### src/rtl/alu_result_select_pipe.sv
// Registered ALU result selector: picks one of NUM_IN results by select code behind a
// single-entry valid/ready stage. Optional macro ALU_SEL_ILLEGAL_CNT_EN adds an 8-bit
// saturating counter of accepted illegal selects.
module alu_result_select_pipe #(
  parameter int WIDTH  = 32,
  parameter int NUM_IN = 6,
  parameter int SEL_W  = 3
) (
  input  logic                    clock,
  input  logic                    reset_n,
  input  logic [NUM_IN*WIDTH-1:0] in_data,
  input  logic [SEL_W-1:0]        in_sel,
  input  logic                    in_valid,
  output logic                    in_ready,
  input  logic                    flush,
  output logic [WIDTH-1:0]        out_data,
  output logic                    out_illegal,
  output logic                    out_valid,
  input  logic                    out_ready,
  output logic [7:0]              illegal_count
);

  typedef enum logic [0:0] {
    EMPTY = 1'b0,
    FULL  = 1'b1
  } state_t;

  state_t           state;
  state_t           state_next;
  logic [WIDTH-1:0] sel_data;
  logic             sel_illegal;
  logic             accept;
  logic [WIDTH-1:0] data_q;
  logic             illegal_q;

  // Select codes at or above NUM_IN fall through to zero data with the illegal flag.
  always_comb begin
    sel_data    = {WIDTH{1'b0}};
    sel_illegal = 1'b1;
    for (int i = 0; i < NUM_IN; i++) begin
      if (in_sel == SEL_W'(i)) begin
        sel_data    = in_data[i*WIDTH +: WIDTH];
        sel_illegal = 1'b0;
      end else begin
        sel_data    = sel_data;
        sel_illegal = sel_illegal;
      end
    end
  end

  // Upstream handshake; held low during reset and flush.
  always_comb begin
    in_ready = reset_n && !flush && ((state == EMPTY) || out_ready);
    accept   = in_valid && in_ready;
  end

  // State register for the EMPTY/FULL stage.
  always_ff @(posedge clock) begin
    if (!reset_n) begin
      state <= EMPTY;
    end else begin
      state <= state_next;
    end
  end

  // Next-state logic; flush wins, then accept (load or replace), then drain.
  always_comb begin
    state_next = state;
    case (state)
      EMPTY: begin
        if (accept) begin
          state_next = FULL;
        end else begin
          state_next = EMPTY;
        end
      end
      FULL: begin
        if (flush) begin
          state_next = EMPTY;
        end else if (accept) begin
          state_next = FULL;
        end else if (out_ready) begin
          state_next = EMPTY;
        end else begin
          state_next = FULL;
        end
      end
      default: begin
        state_next = EMPTY;
      end
    endcase
  end

  // Output decode of the stage state.
  always_comb begin
    out_valid = (state == FULL);
  end

  // Payload register loads only on accept, so it stays stable through stalls.
  always_ff @(posedge clock) begin
    if (!reset_n) begin
      data_q    <= {WIDTH{1'b0}};
      illegal_q <= 1'b0;
    end else if (accept) begin
      data_q    <= sel_data;
      illegal_q <= sel_illegal;
    end else begin
      data_q    <= data_q;
      illegal_q <= illegal_q;
    end
  end

  assign out_data    = data_q;
  assign out_illegal = illegal_q;

`ifdef ALU_SEL_ILLEGAL_CNT_EN
  logic [7:0] illegal_cnt;

  // Saturating count of accepted illegal selects; flush does not touch it.
  always_ff @(posedge clock) begin
    if (!reset_n) begin
      illegal_cnt <= 8'h00;
    end else if (accept && sel_illegal && (illegal_cnt != 8'hFF)) begin
      illegal_cnt <= illegal_cnt + 8'h01;
    end else begin
      illegal_cnt <= illegal_cnt;
    end
  end

  assign illegal_count = illegal_cnt;
`else
  assign illegal_count = 8'h00;
`endif

endmodule

### config.mk
export PLATFORM = sky130hd
export DESIGN_NAME = alu_result_select_pipe
export DESIGN_NICKNAME = d
export VERILOG_FILES = /design/src/rtl/alu_result_select_pipe.sv
export SDC_FILE = /design/constraint.sdc
export NUM_CORES = 1
export LEC_CHECK = 0
export BUFFER_PORTS_ARGS = -buffer_cell sky130_fd_sc_hd__clkbuf_2
export CAP_MARGIN = 20
export CORE_AREA = 2 2 94 96
export CTS_CLUSTER_SIZE = 30
export DETAILED_ROUTE_END_ITERATION = 10
export DIE_AREA = 0 0 96 98
export PLACE_DENSITY = 0.72
export SLEW_MARGIN = 20
export SYNTH_ARGS = -nofsm -noshare
export SYNTH_HDL_FRONTEND = slang
export SYNTH_SLANG_ARGS = --single-unit
### constraint.sdc
create_clock -name clock -period 1.45 [get_ports clock]
set_input_delay 0.145 -clock clock [delete_from_list [all_inputs] [get_ports clock]]
set_output_delay 0.145 -clock clock [all_outputs]
set_load 0.02 [all_outputs]
[Yosys cells after proc, flatten, opt, wreduce, memory -nomap -nowiden]
Index checks and enable logic that the tools add are counted.
Word-level totals
  memory bits (writable): 0
  register bits: 34
  memories: 0
  latch bits: 0
  bits in read-only memories: 0
  output and inout port bits: 43
  word-level logic and storage cells: 32
Operators by class
  multipliers: 0
  divide/modulo/power cells: 0
  reductions and logical operators: 6
  bitwise operators: 1
  mux-type cells: 17
  equal/unequal tests: 5
  add/subtract/negate cells: 0
  magnitude comparators: 0
  shift operators: 0
Operators by type and width (number)
  $mux W32: 6
  $mux W1: 10
  $eq A3 B2 Y1 const B: 2
  $eq A3 B3 Y1 const B: 2
  $eq A3 B1 Y1 const B: 1
  $logic_and A1 B1 Y1: 3
  $logic_not A3 Y1: 1
  $pmux W1 S2: 1
  $logic_not A1 Y1: 1
  $logic_or A1 B1 Y1: 1
  $not A1 Y1: 1

[Longest topological paths before layout]
  depth after elaboration: 7
  gate-level depth with buffers: 7
  depth with buffers taken out: 4

[Worst setup path before layout]
Ideal clock, no wire load.
  path type: reg-to-reg
  start point: register state, in the netlist out_valid
  end point: register data_q[3], in the netlist out_data[3]
  period minus slack after synthesis: 1.385 ns
  data required time: 1.332 ns
  setup slack: 0.065 ns
  cell stages (with the launch flop): 6
  arrival time: 1.267 ns
  cell sequence: dfxtp_1 -> nor2b_2 -> nor3_4 -> buf_6 -> buf_2 -> o2111a_1
Between the ends
  word-level cells in the longest chain between the ends: 4
Ends and longest elaborated chain
  from (decl): RTL line 28  | state_t state;
  from (signal assigned): RTL line 62  | state <= state_next;
  $not A1 Y1
  $logic_or A1 B1 Y1: RTL line 53  | in_ready = reset_n && !flush && ((state == EMPTY) || out_ready);
  $logic_and A1 B1 Y1: RTL line 53
  $logic_and A1 B1 Y1: RTL line 54  | accept = in_valid && in_ready;
  to (signal assigned): RTL line 102  | data_q <= {WIDTH{1'b0}};
  to (signal assigned): RTL line 105  | data_q <= sel_data;
  to (signal assigned): RTL line 108  | data_q <= data_q;
  to (decl): RTL line 33  | logic [WIDTH-1:0] data_q;
No other way between the ends.
A chain may end at the register's enable or synchronous reset.

[Worst setup path after layout]
  start point: register state, in the netlist out_valid
  end point: register data_q[29], in the netlist out_data[29]
The elaborated chain is that of the path after synthesis.

==> impl_metrics.ini <==
[routing]
wl_per_cell_um = 15.9
vias = 3359
drt_pass1_iterations = 4
drc_errors = 0
vias_per_cell = 5.20
wirelength_um = 10200
drt_iter0_markers = 56
ant_nets = 0

[floorplan]
dieWidth_um = 96
rows = 34
core_sq_um = 8470
die_area_sq_um = 9410
initial_utilization_pct = 36.3
fp.dieH_um = 98
io_pins = 243

[critical_path]
r2r_cells = 6
crit_path_end_kind = register
path_max_fanout = 25
arrival_ns = 1.52
reg2reg_slack_ns = 0.10
cp-startpoint = out_valid
r2r_end = out_data[29]
worstSetupStartpointType = register
r2r-start = out_valid
critPathRequiredTime_ns = 1.63
crit_end = out_data[29]
crit_type = reg2reg

[min_path]
hold_path_class = in2reg

[clock_tree]
clock-sinks = 34
ctsLongestPathBuffers = 2
path_clk_slew_ns = 0.07
cts_buffers = 5
cts.root.buffer_cell = clkbuf_8
clock_latency_ns = 0.28
htree_num_levels = 2
cts_tree = yes

[logic_synthesis]
synthMuxAreaShare_pct = 24.1
synth_area_sq_um = 3070
async_flop_share_pct = 0
synth_fa_ha_area_share_pct = 0
synth_flop_cell = dfxtp_1
ys_ff_latch = 34
netlist_instances = 315
synth_compound_area_share_pct = 33.8
avgSynthCellArea_sq_um = 9.76
synth_xor_area_share_pct = 0
synth_seq_area_share_pct = 22.1
synth.distinct_cells = 30
yosys_warnings = 0
synth_top_family_by_area = compound AO/OA/AOI/OAI gates
synth_edf_count = 0
synth-simple-area-share_pct = 9.12

[cells_and_area]
fin_cells = 646
multiInputGateArea_sq_um = 2090
drive_above_1_share_pct = 58.4
diodes = 0
fin_area_sq_um = 4400
postLayoutCoreUtil_pct = 52.0
fill_cells = 819
num-nets-final = 737
seq_area_sq_um = 681
area_delta_synth_final_pct = 43.2

[global_route]
grt_max_degree = 51
grt_first_pass_wirelength_um = 15400
overflow = 0
track_usage_pct = 20.5
grt_pass1_vias = 3351
antenna_found_initial = 0

[timing]
holdWs_ns = 0.119
finalSetupTns_ns = 0
setup_ws_ns = 0.103
skew_ns = 0.00322
hold_viol_final = 0
setup_viol = 0
maxSlewViolCount = 0
period_needed_ns = 1.35
max_freq_ghz = 0.743
rsz0062_at_grt = false
fin_crit_sh_pct = 92.9

[placement]
placed_cell_area_sq_um = 4270
gp_congestion = 0.884
hpwl_um = 7930
portBuffers = 234
dp_cells = 635
place_ws_ns = 0.0308

[run]
maxCapViolations = 0

[run_status]
status = finished clean

[power]
power.density_nw_per_um2 = 630
finalPower_mw = 2.77
power.ir.vdd_worst_mv = 0.284
p_leak_nw = 2.15
-- how the worst min path moves through the flow --
stage,startpoint,endpoint,slack [ns],cells past startpoint
floorplan,in_valid,out_valid,0.27,2
global placement,in_valid,out_valid,0.40,3
detailed placement,in_valid,out_valid,0.40,3
CTS,in_valid,out_valid,0.10,3
global route,in_valid,out_valid,0.11,3
finish,in_valid,out_valid,0.12,3
-- worst max-delay path, stage by stage, from the launching register on --
cell      delay (ns)
dfxtp_1         0.31
nor2b_2         0.18
nor3_4          0.13
buf_4           0.15
buf_12          0.18
o221ai_2        0.11
o2111a_1        0.16
-- cell usage after synthesis (3+ instances only) --
cell | number | area share, %
buf_2 | 16 | 2.6
buf_4 | 13 | 3.2
buf_6 | 6 | 2.2
clkbuf_1 | 3 | 0.37
dfxtp_1 | 34 | 22
mux2_1 | 14 | 5.1
mux2_4 | 16 | 7.8
mux2i_1 | 32 | 10
nand2_1 | 32 | 3.9
nand2b_4 | 3 | 1.3
nor2_1 | 19 | 2.3
o2111a_1 | 16 | 5.9
o21ai_0 | 13 | 2.1
o21ai_1 | 19 | 3.1
o221ai_2 | 16 | 7.8
o22a_1 | 16 | 4.6
o22ai_1 | 16 | 3.3
o22ai_2 | 16 | 6.5
-- layout by cell type, fill, tap and decap left out, drive strengths merged --
cell type	instances
nor2	19
o221ai	16
nand3	1
buf	16
mux2	32
o2111a	16
nor2b	1
o22a	16
nand2	32
a21boi	1
o31a	1
clkbuf	241
nand2b	4
o22ai	32
conb	8
inv	1
o21ai	32
dfxtp	34
clkinv	1
mux2i	32
nor3	1
nand3b	1
-- registers in the layout, indices dropped and copies added, names as in the netlist --
name and cells:
out_valid 1, out_illegal 1, out_data 32
-- layer usage --
layer,routed length (um),vias to the layer above,part of all wire [%],GRT usage (%)
li1,-,1643,-,-
met1,4040,1566,39,22.8
met2,5410,136,53,38.8
met3,661,14,6.5,4.32
met4,135,0,1.3,4.40
met5,0,-,0,0
-- power by group --
part / internal (mW) / leakage [nW] / switching [mW] / total, mW
Clock: 0.383 / 0.0482 / 0.349 / 0.732
Combinational: 0.532 / 1.83 / 0.500 / 1.03
Sequential: 0.981 / 0.277 / 0.0254 / 1.01
-- layout make-up --
| cell class | count | area share [%] |
|---|---|---|
| clock inverters | 1 | 0.114 |
| inverters | 1 | 0.0853 |
| clock buffers | 7 | 1.96 |
| flip-flops and latches | 34 | 15.5 |
| multi-input cells | 245 | 47.5 |
| well taps | 108 | 3.07 |
| repair buffers | 250 | 31.8 |
-- timing repair --
| item | CTS | global route |
|---|---|---|
| gates resized for setup | 0 | 1 |
| hold buffers | 0 | 0 |
| buffers inserted | 0 | 2 |
| endpoints found under the setup margin | 0 | 31 |
-- logic make-up (layout without fill, tap and decap cells) --
family                 count (synthesis)  count (layout)
buffers and inverters                 43             259
AND/OR/NAND/NOR                       59              59
flip-flops                            34              34
multiplexers                          64              64
AO/OA/AOI/OAI                        114             114
other                                  1               8
(Power assumes the default switching activity.)
